[src/rtl/uart_tx_fifo.sv]
// uart_tx_fifo: UART transmitter with a small transmit FIFO.
// The frame format is configurable: data width, oversample ratio, parity and stop bits.
// The parity mode and stop-bit count are captured when a word is popped, so a whole
// frame always uses one consistent format.
// After the final stop bit, the next queued word starts immediately with no idle gap.
module uart_tx_fifo #(
    parameter int DATA_BITS  = 8,
    parameter int OVERSAMPLE = 16,
    parameter int FIFO_DEPTH = 4
) (
    input  logic                 clk16x,
    input  logic                 rst,
    input  logic                 TransEn,
    input  logic [DATA_BITS-1:0] DataToTrans,
    input  logic [1:0]           ParityMode,
    input  logic                 TwoStop,
    output logic                 BufFull,
    output logic                 BufEmpty,
    output logic                 Overflow,
    output logic                 Busy,
    output logic                 tx
);

    localparam int SW = $clog2(OVERSAMPLE);
    localparam int BW = $clog2(DATA_BITS + 1);
    localparam int PW = $clog2(FIFO_DEPTH);
    localparam int CW = $clog2(FIFO_DEPTH + 1);

    localparam logic [SW-1:0] SAMPLE_LAST = SW'(OVERSAMPLE - 1);
    localparam logic [BW-1:0] BIT_LAST    = BW'(DATA_BITS - 1);
    localparam logic [CW-1:0] COUNT_FULL  = CW'(FIFO_DEPTH);

    typedef enum logic [2:0] {
        S_IDLE,
        S_START,
        S_DATA,
        S_PARITY,
        S_STOP
    } state_t;

    // FIFO storage and bookkeeping
    logic [DATA_BITS-1:0] r_mem [FIFO_DEPTH];
    logic [PW-1:0]        r_wptr;
    logic [PW-1:0]        r_rptr;
    logic [CW-1:0]        r_count;
    logic                 w_wr_ok;
    logic                 w_pop;
    logic                 w_empty;
    logic                 w_full;
    logic [DATA_BITS-1:0] w_head;

    // Transmit FSM state
    state_t               r_state;
    state_t               w_state_n;
    logic [SW-1:0]        r_sample;
    logic [SW-1:0]        w_sample_n;
    logic [BW-1:0]        r_bitcnt;
    logic [BW-1:0]        w_bitcnt_n;
    logic                 r_tx;
    logic                 w_tx_n;
    logic [1:0]           r_pmode;
    logic [1:0]           w_pmode_n;
    logic                 r_two;
    logic                 w_two_n;
    logic [DATA_BITS-1:0] r_shift;
    logic [DATA_BITS-1:0] w_shift_n;
    logic                 r_parbit;
    logic                 w_parbit_n;
    logic                 w_load;
    logic                 w_sample_last;
    logic                 w_par_en;

    assign w_full        = (r_count == COUNT_FULL);
    assign w_empty       = (r_count == '0);
    assign w_wr_ok       = TransEn && !w_full;
    assign w_head        = r_mem[r_rptr];
    assign w_sample_last = (r_sample == SAMPLE_LAST);
    assign w_par_en      = r_pmode[0] ^ r_pmode[1];

    assign BufFull  = w_full;
    assign BufEmpty = w_empty;
    assign Overflow = TransEn && w_full;
    assign Busy     = (r_state != S_IDLE);
    assign tx       = r_tx;

    // Store an accepted word at the write pointer (storage needs no reset)
    always_ff @(posedge clk16x) begin
        if (w_wr_ok) begin
            r_mem[r_wptr] <= DataToTrans;
        end
    end

    // Pointers wrap naturally because the depth is a power of two; count tracks occupancy
    always_ff @(posedge clk16x or posedge rst) begin
        if (rst) begin
            r_wptr  <= '0;
            r_rptr  <= '0;
            r_count <= '0;
        end else begin
            if (w_wr_ok) begin
                r_wptr <= r_wptr + PW'(1);
            end
            if (w_pop) begin
                r_rptr <= r_rptr + PW'(1);
            end
            case ({w_wr_ok, w_pop})
                2'b10:   r_count <= r_count + CW'(1);
                2'b01:   r_count <= r_count - CW'(1);
                default: r_count <= r_count;
            endcase
        end
    end

    // Next-state logic: walk start/data/parity/stop, reloading straight from the FIFO
    always_comb begin
        w_state_n  = r_state;
        w_sample_n = r_sample;
        w_bitcnt_n = r_bitcnt;
        w_tx_n     = r_tx;
        w_pmode_n  = r_pmode;
        w_two_n    = r_two;
        w_shift_n  = r_shift;
        w_parbit_n = r_parbit;
        w_pop      = 1'b0;
        w_load     = 1'b0;

        case (r_state)
            S_IDLE: begin
                w_tx_n = 1'b1;
                if (!w_empty) begin
                    w_load = 1'b1;
                end
            end
            S_START: begin
                if (w_sample_last) begin
                    w_state_n  = S_DATA;
                    w_sample_n = '0;
                    w_bitcnt_n = '0;
                    w_tx_n     = r_shift[0];
                end else begin
                    w_sample_n = r_sample + SW'(1);
                end
            end
            S_DATA: begin
                if (w_sample_last) begin
                    w_sample_n = '0;
                    if (r_bitcnt == BIT_LAST) begin
                        w_bitcnt_n = '0;
                        if (w_par_en) begin
                            w_state_n = S_PARITY;
                            w_tx_n    = r_parbit;
                        end else begin
                            w_state_n = S_STOP;
                            w_tx_n    = 1'b1;
                        end
                    end else begin
                        // Bits leave LSB first; the next bit is the one above the current one
                        w_bitcnt_n = r_bitcnt + BW'(1);
                        w_shift_n  = r_shift >> 1;
                        w_tx_n     = r_shift[1];
                    end
                end else begin
                    w_sample_n = r_sample + SW'(1);
                end
            end
            S_PARITY: begin
                if (w_sample_last) begin
                    w_state_n  = S_STOP;
                    w_sample_n = '0;
                    w_bitcnt_n = '0;
                    w_tx_n     = 1'b1;
                end else begin
                    w_sample_n = r_sample + SW'(1);
                end
            end
            S_STOP: begin
                if (w_sample_last) begin
                    w_sample_n = '0;
                    if (r_two && (r_bitcnt == '0)) begin
                        // Count the first of two stop bits with the bit counter
                        w_bitcnt_n = BW'(1);
                    end else if (!w_empty) begin
                        w_load = 1'b1;
                    end else begin
                        w_state_n = S_IDLE;
                        w_tx_n    = 1'b1;
                    end
                end else begin
                    w_sample_n = r_sample + SW'(1);
                end
            end
            default: begin
                w_state_n  = S_IDLE;
                w_sample_n = '0;
                w_bitcnt_n = '0;
                w_tx_n     = 1'b1;
            end
        endcase

        // Frame start: pop the head and capture this frame's format
        if (w_load) begin
            w_pop      = 1'b1;
            w_state_n  = S_START;
            w_sample_n = '0;
            w_bitcnt_n = '0;
            w_tx_n     = 1'b0;
            w_shift_n  = w_head;
            w_pmode_n  = ParityMode;
            w_two_n    = TwoStop;
            w_parbit_n = (^w_head) ^ (ParityMode == 2'b10);
        end
    end

    // Control registers of the transmitter; reset abandons any frame and idles the line
    always_ff @(posedge clk16x or posedge rst) begin
        if (rst) begin
            r_state  <= S_IDLE;
            r_sample <= '0;
            r_bitcnt <= '0;
            r_tx     <= 1'b1;
            r_pmode  <= 2'b00;
            r_two    <= 1'b0;
        end else begin
            r_state  <= w_state_n;
            r_sample <= w_sample_n;
            r_bitcnt <= w_bitcnt_n;
            r_tx     <= w_tx_n;
            r_pmode  <= w_pmode_n;
            r_two    <= w_two_n;
        end
    end

    // Data shift register and precomputed parity bit (only meaningful during a frame)
    always_ff @(posedge clk16x) begin
        r_shift  <= w_shift_n;
        r_parbit <= w_parbit_n;
    end

endmodule
[config.mk]
export PLATFORM = sky130hd
export DESIGN_NAME = uart_tx_fifo
export DESIGN_NICKNAME = d
export VERILOG_FILES = /design/src/rtl/uart_tx_fifo.sv
export SDC_FILE = /design/constraint.sdc
export NUM_CORES = 1
export LEC_CHECK = 0
export ABC_AREA = 1
export CAP_MARGIN = 5
export CORE_UTILIZATION = 57
export CTS_CLUSTER_DIAMETER = 80
export DETAILED_ROUTE_END_ITERATION = 10
export DONT_BUFFER_PORTS = 1
export PLACE_DENSITY = 0.72
export RECOVER_POWER = 100
export SETUP_SLACK_MARGIN = 0.5
export SYNTH_ARGS = -nofsm -noshare
export SYNTH_HDL_FRONTEND = slang
export SYNTH_SLANG_ARGS = --single-unit
[constraint.sdc]
create_clock -name clk16x -period 1.9 [get_ports clk16x]
set_input_delay 0.38 -clock clk16x [delete_from_list [all_inputs] [get_ports clk16x]]
set_output_delay 0.38 -clock clk16x [all_outputs]
set_load 0.005 [all_outputs]
# After elaboration in Yosys (flattened, before gate mapping)
# Memory sizes are Yosys's and may differ from the RTL's.
# Cells that the tools add are included.
op_classes:
  add_sub_neg: 6
  n_eq_ne: 21
  n_mux: 42
  n_bitwise: 2
  n_reduce_logical: 18
ops:
  columns: ["op", "count"]
  rows:
  - ["2-to-1 mux 4 bit", 8]
  - ["2-to-1 mux 8 bit", 4]
  - ["2-to-1 mux 3 bit", 9]
  - ["inequality test 3 bit (second input constant)", 8]
  - ["case mux 4 bit (4 select lines)", 1]
  - ["2-to-1 mux 1 bit", 15]
  - ["case mux 3 bit (5 select lines)", 1]
  - ["adder 4 x 1 -> 4 bit (second input constant)", 2]
  - ["case mux 4 bit (2 select lines)", 1]
  - ["AND reduction 8 bit", 1]
  - ["parity 8 bit", 1]
  - ["equality test 3 x 2 -> 1 bit (second input constant)", 2]
  - ["equality test 3 bit (second input constant)", 2]
  - ["logical NOT 3 bit", 2]
  - ["case mux 3 bit (2 select lines)", 1]
  - ["AND reduction 6 bit", 1]
  - ["nonzero test 2 bit", 3]
  - ["AND reduction 5 bit", 1]
  - ["adder 2 x 1 -> 2 bit (second input constant)", 2]
  - ["equality test 2 bit (second input constant)", 2]
  - ["equality test 4 x 3 -> 1 bit (second input constant)", 1]
  - ["equality test 4 bit (second input constant)", 1]
  - ["logical NOT 4 bit", 1]
  - ["inequality test 2 bit (second input constant)", 2]
  - ["14 further kinds", 17]
totals:
  ff_bits: 31
  ram_bits: 32
  inputBits: 14
  output_inout_bits: 5
  elab_cells: 101
  mem_count: 1
memory_table:
  columns: ["name", "depth", "width", "read_ports", "rd_clocked_by_memory_dff", "write_ports", "line_no", "source"]
  rows:
  - ["r_mem", 4, 8, 1, 0, 1, "42", "logic [DATA_BITS-1:0] r_mem [FIFO_DEPTH];"]

# Depth between registers and ports, before layout
# Gate-level depths: netlist of run 1.
depth:
  depth_word: 8
  depth_mapped: 14
  depth_no_buf: 14

# Worst setup path before layout of run 1
# OpenSTA, ideal clock, no wires.
synth_path:
  path_type: "flip-flop to flip-flop"
  startpoint: "register r_sample[0]"
  endpoint: "register r_shift[0], enable pin"
  setup_time_ps: 384
  arrival_ps: 1671
  required_ps: 1516
  slack_ps: -155
  stages_incl_launch_ff: 10
  synth_period_minus_slack_ps: 2055
  path_cell_list: "dfrtp_1 > ha_1 > nand2_1 > nor2_2 > nand4_4 > nand2_4 > inv_4 > buf_6 > buf_6 > o21ai_0"
synth_between:
  elab_chain_len: 5
  word_cells_on_any_way: 7
synth_rtl:
  columns: ["item", "line_no", "source"]
  rows:
  - ["from (decl)", "55", "logic [SW-1:0] r_sample;"]
  - ["from (signal assigned)", "225", "r_sample <= w_sample_n;"]
  - ["equality test 4 bit (*)", "77", "assign w_sample_last = (r_sample == SAMPLE_LAST);"]
  - ["2-to-1 mux 1 bit (*)", "177", "if (w_sample_last) begin"]
  - ["case mux 1 bit (2 select lines) (*)", "127", "case (r_state)"]
  - ["via w_load", "69", "logic w_load;"]
  - ["inequality test 2 bit (no source line) or nonzero test 2 bit (tied branches)", null, null]
  - ["AND reduction 3 bit (no source line) (*)", null, null]
  - ["to (signal assigned)", "235", "r_shift <= w_shift_n;"]
  - ["to (decl)", "65", "logic [DATA_BITS-1:0] r_shift;"]
# Mark *: on every way through the listed nets, which the timed path passes. The rest lies on a longest branch.
# A chain may end at the register's enable or synchronous reset.

# Worst setup path after layout of run 1
layout_path:
  startpoint: "register r_sample[1]"
  endpoint: "register r_bitcnt[1]"
layout_between:
  elab_chain_len: 5
  word_cells_on_any_way: 10
layout_rtl:
  columns: ["item", "line_no", "source"]
  rows:
  - ["equality test 4 bit (*)", "77", null]
  - ["2-to-1 mux 1 bit (*)", "177", null]
  - ["case mux 1 bit (2 select lines) (*)", "127", null]
  - ["via w_load", "69", null]
  - ["inequality test 3 bit (no source line), or another cell as far along", null, null]
  - ["AND reduction 5 bit (no source line)", null, null]
  - ["to (signal assigned)", "226", "r_bitcnt <= w_bitcnt_n;"]
  - ["to (decl)", "57", "logic [BW-1:0] r_bitcnt;"]
# Marks and branches as above.

==> out/summary.txt, run 1 <==
Depth of the worst register-to-register path -> 13
Share of power burned in registers -> 43.4%
Endpoints failing hold -> 0
HPWL Detailed -> 4280 microns
Data required time of the critical path -> 2130 ps
Max-cap violations -> 0
DRC violations left -> 0
Gr ovfl total -> 0
Clock share of power -> 31.1%
Pre-CTS WS -> -17.5 ps
Global-route wire length before repair -> 11800 microns
Fraction of synthesized cell area taken by the top area cell type -> 37.9%
Rows -> 27
Power share of the combinational group -> 25.5%
Worst skew pair latency -> 350 ps
Worst endpoint data arrival time -> 2250 ps
Post-Syn Nets -> 382
Clock-pin slew of the registers on the worst-case setup and hold paths -> 70 ps
Die outline area -> 6000 sq um
Number of clock buffers inserted by TritonCTS -> 9
Average detailed-routed wire length per instance -> 17.1 microns
# IOs -> 19
Diode insertion count for antenna repair -> 0
Area growth, synth to finish -> 34.6%
Cell with the most instances after synthesis -> sky130_fd_sc_hd__nand2_1
Top cells by area, synth -> sky130_fd_sc_hd__edfxtp_1 38%, sky130_fd_sc_hd__nand2_1 16%, sky130_fd_sc_hd__dfrtp_1 16%
Overall power -> 0.00406 W
Number of enable flip-flop cells after synthesis -> 41
Unrepaired setup endpoints after global routing -> true
Worst slew pin tran -> 581 ps
Number of standard cells after synthesis -> 359
Count of routing violations after the opening detailed-route iteration -> 262
Failing checks -> negative setup slack
CTS tree -> yes
Aggregate global-route resource usage -> 26.5%
Share of flip-flops with an asynchronous set or reset after synthesis -> 34.9%
Standard cell core area -> 5510 sq um
Switching Fraction -> 30.2%
Worst hold path cell count -> 0
Number of distinct standard cells referenced by the synthesized netlist -> 33
Power dissipated by switching net loads -> 0.00123 W
Critical Setup Path Class -> reg -> reg
Antenna viol nets, final -> 0
Root cell of the clock tree -> sky130_fd_sc_hd__clkbuf_8
Power per cell area -> 930 nW/um^2
Main flop type after synthesis -> sky130_fd_sc_hd__edfxtp_1
Die Wd -> 77.4 microns
Final standard cell area without fillers -> 4370 sq um
Port Buf Inserts -> 0
Final std cells w/o fill -> 497
Netlist area before placement -> 3240 sq um
Placed Instances -> 444
Result of the run -> complete, but fails checks
Top cells by instance count after synthesis -> 142 x sky130_fd_sc_hd__nand2_1, 41 x sky130_fd_sc_hd__edfxtp_1, 36 x sky130_fd_sc_hd__inv_1, 32 x sky130_fd_sc_hd__nand3_1, 21 x sky130_fd_sc_hd__dfrtp_1
Via count -> 2741
Worst voltage drop across the vdd grid -> 0.814 mV
Register bit total from synthesis -> 63
Cell type with the largest total area after synthesis -> sky130_fd_sc_hd__edfxtp_1
Post-Route Utilization -> 79.3%
Buffer depth of the longest clock path -> 2
Vias per cell -> 5.52
Total internal power -> 0.00284 W
Largest fanout of any net on the critical path -> 8
Worst clock skew -> 9.31 ps
Worst rel slew slack -> 61.3%
Pin count of the biggest net entering global routing -> 23
Count of endpoints failing setup in the final report -> 24
Fraction of layout cells with a size suffix above 1 -> 36.7%
1st-pass router iterations -> 5
Placed Instance Area -> 3500 sq um
Number of H-tree branching levels -> 3
Crit. End Element -> register
Layout Nets -> 443
Share of the cycle needed by the critical path after routing -> 106%
Number of synthesis warnings -> 0
Worst min-delay path class -> in -> reg
Count of pins over their slew limit -> 0
Die span in y -> 77.4 microns
Startpoint type of the worst setup path -> register
Antenna violations before repair -> 0
Initial cell density of the core -> 58.9%
Number of global-route vias before repair -> 2528
Routed wire length -> 8490 microns
Part of the Yosys area used for sequential elements -> 55.0%
Crit path time final -> 2020 ps
FMAX -> 495 MHz
Clock Sinks -> 63
Mean cell area of the mapped netlist -> 9.04 sq um
LEAKAGE -> 1.93 nW
Final critical-path setup slack -> -119 ps
Final estimated routing congestion in global placement -> 0.795
## layout make-up
class	count	area [sq um]
clock inverter	5	73.8
clock buffer	11	131
tap	72	90.1
inverter	40	176
timing repair buffer	57	554
multi-input combinational	249	1560
fill	323	1140
sequential	63	1790
## state kept, by name (all words and copies together) (netlist names)
register	count
r_bitcnt	4
r_state	3
r_sample	4
r_mem	32
tx	1
r_parbit	1
r_wptr	2
r_two	1
r_rptr	2
r_shift	8
r_pmode	2
r_count	3
## final timing paths
path	start	end	slack (ps)
min	DataToTrans[5]	r_mem[1][5]$_DFFE_PP_	130
max reg2reg	r_sample[1]$_DFFE_PP0P_	r_bitcnt[1]$_DFFE_PP0P_	-120
min in group asynchronous	rst	r_sample[3]$_DFFE_PP0P_	640
min reg2reg	r_pmode[1]$_DFFE_PP0P_	r_pmode[1]$_DFFE_PP0P_	500
max in group asynchronous	rst	r_state[2]$_DFFE_PP0P_	850
max	r_sample[1]$_DFFE_PP0P_	r_bitcnt[1]$_DFFE_PP0P_	-120
## critical path, stage by stage, from the launching register on
cell	delay (ps)
sky130_fd_sc_hd__dfrtp_1	360
sky130_fd_sc_hd__ha_2	210
sky130_fd_sc_hd__nand2_2	90
sky130_fd_sc_hd__nor2_4	140
sky130_fd_sc_hd__nand4_4	90
sky130_fd_sc_hd__buf_4	150
sky130_fd_sc_hd__buf_6	110
sky130_fd_sc_hd__buf_6	120
sky130_fd_sc_hd__nand2_8	90
sky130_fd_sc_hd__clkinv_8	80
sky130_fd_sc_hd__nand3_4	120
sky130_fd_sc_hd__nand3_4	160
sky130_fd_sc_hd__nand2_2	110
sky130_fd_sc_hd__o21ai_2	70
## layer usage
| layer | track usage [%] | vias up | part of all wire, % |
|---|---|---|---|
| li1 | - | 1297 | - |
| met5 | 0 | - | 0 |
| met1 | 31.3 | 1315 | 39 |
| met3 | 8.24 | 28 | 5.0 |
| met2 | 44.1 | 101 | 52 |
| met4 | 12.1 | 0 | 3.7 |
## power by group through the flow
stage | clock network [W] | logic [W] | registers, W
final | 0.00126 | 0.00104 | 0.00176
after global routing | 0.00133 | 0.00113 | 0.00178
after CTS | 0.00125 | 0.000801 | 0.00175
after detailed placement | 0 | 0.000633 | 0.00177
after global placement | 0 | 0.000614 | 0.00177
after floorplan | 0 | 0.000455 | 0.00176
## cell usage in the layout, fill, tap and decap left out, types with 3 or more instances in the layout
| master | instances |
|---|---|
| sky130_fd_sc_hd__nor2_4 | 10 |
| sky130_fd_sc_hd__nand2_2 | 19 |
| sky130_fd_sc_hd__nand2_4 | 3 |
| sky130_fd_sc_hd__a21oi_1 | 5 |
| sky130_fd_sc_hd__inv_2 | 12 |
| sky130_fd_sc_hd__xor2_1 | 6 |
| sky130_fd_sc_hd__edfxtp_1 | 41 |
| sky130_fd_sc_hd__inv_4 | 3 |
| sky130_fd_sc_hd__ha_1 | 5 |
| sky130_fd_sc_hd__clkinv_2 | 3 |
| sky130_fd_sc_hd__inv_1 | 22 |
| sky130_fd_sc_hd__dfrtp_1 | 19 |
| sky130_fd_sc_hd__o21ai_0 | 3 |
| sky130_fd_sc_hd__o21ai_2 | 9 |
| sky130_fd_sc_hd__nand3_1 | 28 |
| sky130_fd_sc_hd__clkbuf_8 | 9 |
| sky130_fd_sc_hd__nand3_4 | 5 |
| sky130_fd_sc_hd__buf_8 | 3 |
| sky130_fd_sc_hd__buf_6 | 19 |
| sky130_fd_sc_hd__nor2_2 | 3 |
| sky130_fd_sc_hd__buf_4 | 31 |
| sky130_fd_sc_hd__o21ai_1 | 7 |
| sky130_fd_sc_hd__nand2_1 | 120 |
| sky130_fd_sc_hd__nand4_1 | 3 |
## timing repair
| action | 4_1_cts | 5_1_grt |
|---|---|---|
| setup buffers | 15 | 20 |
| pin swaps | 14 | 19 |
| hold buffers | 1 | 0 |
| resized for setup | 60 | 50 |
| endpoints found under the hold margin | 21 | 0 |
| endpoints found under the setup margin | 73 | 76 |
| cloned | 1 | 0 |
## logic make-up after synthesis
logic type / synth area share [%]
AND/OR/NAND/NOR: 27.0
adder cells (fa/ha/maj): 3.70
flip-flops: 55.0
XOR/XNOR: 1.89
AO/OA/AOI/OAI: 6.17
buffers and inverters: 6.32
## stage by stage
step,TNS [ps],hold slack [ps]
final,-956,127
after global routing,-2110,99.0
after CTS,0,123
after detailed placement,-17.5,345
after global placement,0,324
after floorplan,-24.9,368
No activity file was read; power rests on OpenSTA's default activity.
==> run 2, diff against run 1 <==
--- a/config.mk
+++ b/config.mk
@@ -11,6 +11,7 @@
 export CTS_CLUSTER_DIAMETER = 80
 export DETAILED_ROUTE_END_ITERATION = 10
 export DONT_BUFFER_PORTS = 1
+export GPL_ROUTABILITY_DRIVEN = 0
 export PLACE_DENSITY = 0.72
 export RECOVER_POWER = 100
 export SETUP_SLACK_MARGIN = 0.5
==> results of run 2 <==
The final DEF is identical to that of run 1; final timing and power are the same.
==> run 3, diff against run 2 <==
==> constraint.sdc (replaced) <==
create_clock -name clk16x -period 1.8 [get_ports clk16x]
set_input_delay 0.36 -clock clk16x [delete_from_list [all_inputs] [get_ports clk16x]]
set_output_delay 0.36 -clock clk16x [all_outputs]
set_load 0.005 [all_outputs]
==> run 3 against run 2 <==
The flow still finishes with violations (negative setup slack); hold slack got worse by 48 ps; register-to-register slack got worse by 190 ps; die area unchanged; worst setup slack got worse by 190 ps; via count increased by 30%; clock skew increased by 4.8 ps; sequential share of layout area decreased by 6.6 points.
==> out/summary.txt, run 3 (synthesis gave the netlist of run 1 again) <==
Result of the run -> complete, but fails checks (unchanged)
Failing checks -> negative setup slack (unchanged)
Gr ovfl total -> 0 (unchanged)
Largest registers -> r_mem x32, r_shift x8 (unchanged)
Port Buf Inserts -> 0 (unchanged)
Number of H-tree branching levels -> 3 (unchanged)
Critical Setup Path Class -> reg -> reg (unchanged)
Worst clock skew -> 14.1 ps (was 9.31 ps)
Diode insertion count for antenna repair -> 0 (unchanged)
CTS tree -> yes (unchanged)
Antenna viol nets, final -> 0 (unchanged)
Area growth, synth to finish -> 60.5% (was 34.6%)
Share of the cycle needed by the critical path after routing -> 117% (was 106%)
1st-pass router iterations -> 5 (unchanged)
Via count -> 3577 (was 2741)
Aggregate global-route resource usage -> 35.5% (was 26.5%)
Placed Instances -> 454 (was 444)
Worst skew pair latency -> 370 ps (was 350 ps)
Number of inserted filler cells in the final layout -> 142 (was 323)
Delay contributed by the slowest stage of the critical path -> 450 ps (was 360 ps)
# IOs -> 19 (unchanged)
CP dominant cell by count -> sky130_fd_sc_hd__ha_4
Worst endpoint data arrival time -> 2350 ps (was 2250 ps)
Final critical-path setup slack -> -309 ps (was -119 ps)
Average detailed-routed wire length per instance -> 25.9 microns (was 17.1 microns)
Buffer depth of the longest clock path -> 2 (unchanged)
Crit path time final -> 2110 ps (was 2020 ps)
Post-Route Utilization -> 94.6% (was 79.3%)
Commonest cells after routing, fill and taps aside -> 73 x sky130_fd_sc_hd__nand2_2, 63 x sky130_fd_sc_hd__buf_4, 50 x sky130_fd_sc_hd__nand2_1, 41 x sky130_fd_sc_hd__edfxtp_1, 21 x sky130_fd_sc_hd__buf_6 (was 120 x sky130_fd_sc_hd__nand2_1, 41 x sky130_fd_sc_hd__edfxtp_1, 31 x sky130_fd_sc_hd__buf_4, 28 x sky130_fd_sc_hd__nand3_1, 22 x sky130_fd_sc_hd__inv_1)
Final std cells w/o fill -> 542 (was 497)
Startpoint type of the worst setup path -> register (unchanged)
Count of routing violations after the opening detailed-route iteration -> 410 (was 262)
Worst-path cell chain -> ha_4 > nand2_4 > nor2_4 > nand4_4 > nand2_2 > ha_4 > inv_4 > fa_2 > a21oi_2 > o21ai_2 > xor2_1 (was ha_2 > nand2_2 > nor2_4 > nand4_4 > buf_4 > buf_6 > buf_6 > nand2_8 > clkinv_8 > nand3_4 > nand3_4 > nand2_2 > o21ai_2)
Root cell of the clock tree -> sky130_fd_sc_hd__clkbuf_8 (unchanged)
Pin count of the biggest net entering global routing -> 23 (unchanged)
Worst slew pin tran -> 662 ps (was 581 ps)
Max-cap violations -> 0 (unchanged)
Die outline area -> 6000 sq um (unchanged)
Number of clock buffers inserted by TritonCTS -> 9 (unchanged)
Max FFs per register -> 32 (unchanged)
Leading cell type in the layout, fill and taps excluded -> sky130_fd_sc_hd__nand2_2 (was sky130_fd_sc_hd__nand2_1)
Worst voltage drop across the vdd grid -> 1.08 mV (was 0.814 mV)
HPWL Detailed -> 4420 microns (was 4280 microns)
Largest fanout of any net on the critical path -> 2 (was 8)
Vias per cell -> 6.60 (was 5.52)
Number of global-route vias before repair -> 3204 (was 2528)
Standard cell core area -> 5510 sq um (unchanged)
FMAX -> 474 MHz (was 495 MHz)
Antenna violations before repair -> 0 (unchanged)
Initial cell density of the core -> 58.9% (unchanged)
Die Wd -> 77.4 microns (unchanged)
LEAKAGE -> 2.28 nW (was 1.93 nW)
Clock Sinks -> 63 (unchanged)
Worst min-delay path class -> in -> reg (unchanged)
Die span in y -> 77.4 microns (unchanged)
Data required time of the critical path -> 2040 ps (was 2130 ps)
Register with the most flip-flops -> r_mem (unchanged)
Placed Instance Area -> 3600 sq um (was 3500 sq um)
Fraction of layout cells with a size suffix above 1 -> 62.6% (was 36.7%)
Rows -> 27 (unchanged)
Worst rel slew slack -> 55.9% (was 61.3%)
Count of pins over their slew limit -> 0 (unchanged)
Clock-pin slew of the registers on the worst-case setup and hold paths -> 90 ps (was 70 ps)
Power per cell area -> 923 nW/um^2 (was 930 nW/um^2)
Count of endpoints failing setup in the final report -> 35 (was 24)
DRC violations left -> 0 (unchanged)
Final standard cell area without fillers -> 5210 sq um (was 4370 sq um)
Routed wire length -> 14100 microns (was 8490 microns)
Crit. End Element -> register (unchanged)
Endpoints failing hold -> 0 (unchanged)
Global-route wire length before repair -> 15700 microns (was 11800 microns)
Unrepaired setup endpoints after global routing -> true (unchanged)
Slowest cell on crit path -> sky130_fd_sc_hd__dfrtp_1 (unchanged)
Layout Nets -> 488 (was 443)
[run 3: layout make-up]
class / instances / area (sq um) / area share [%]
Clock buffer: 9 / 124 / 2.38
Clock inverter: 7 / 48.8 / 0.937
Sequential cell: 63 / 1790 / 34.3
Tap cell: 72 / 90.1 / 1.73
Inverter: 40 / 183 / 3.51
Timing Repair inverter: 2 / 20.0 / 0.384
Timing Repair Buffer: 100 / 1020 / 19.7
Multi-Input combinational cell: 249 / 1930 / 37.1
[run 3: final timing paths]
kind	start	to	slack (ps)	depth (start not counted)
hold reg to reg	tx$_DFFE_PP1P_	tx$_DFFE_PP1P_	520	2
min in group asynchronous	rst	r_wptr[0]$_DFFE_PP0P_	670	3
hold / removal	DataToTrans[1]	r_mem[3][1]$_DFFE_PP_	80	0
max in group asynchronous	rst	r_rptr[0]$_DFFE_PP0P_	660	3
setup reg to reg	r_sample[0]$_DFFE_PP0P_	r_count[2]$_DFFE_PP0P_	-310	11
setup / recovery	r_sample[0]$_DFFE_PP0P_	r_count[2]$_DFFE_PP0P_	-310	11
[run 3: critical path, delay by kind of cell (launching register included)]
family                   cells  cell delay (ps)
adder cells (fa/ha/maj)      3              690
flip-flops                   1              450
AND/OR/NAND/NOR              4              390
AO/OA/AOI/OAI                2              260
XOR/XNOR                     1              140
buffers and inverters        1               40
[run 3: power breakdown]
group,switching [W],internal [W]
logic,0.000919,0.000773
registers,0.000163,0.00177
clock network,0.000681,0.000499
[run 3: routing by layer]
metal	wire length, microns	share of wire, %	up-vias	global-route usage [%]
met5	0	0	-	0
met4	1110	7.9	0	23.8
met3	1660	12	122	8.00
met2	6410	46	379	60.1
met1	4890	35	1693	40.0
li1	-	-	1383	-
[run 3: through the flow]
step	total power [W]	hold slack [ps]	TNS, ps	worst slack (ps)
6_report	0.00480	79.6	-6030	-309
5_1_grt	0.00491	68.8	-7720	-390
4_1_cts	0.00415	89.3	-82.5	-82.5
3_5_place_dp	0.00258	313	-142	-142
3_3_place_gp	0.00255	307	-45.8	-45.8
2_1_floorplan	0.00235	348	-153	-124
[run 3: timing repair]
action / in CTS / in global routing
hold buffers: 1 / 0
resized for setup: 125 / 98
cloned: 5 / 2
endpoints found under the setup margin: 74 / 76
pin swaps: 51 / 46
endpoints found under the hold margin: 21 / 0
buffers inserted: 40 / 24
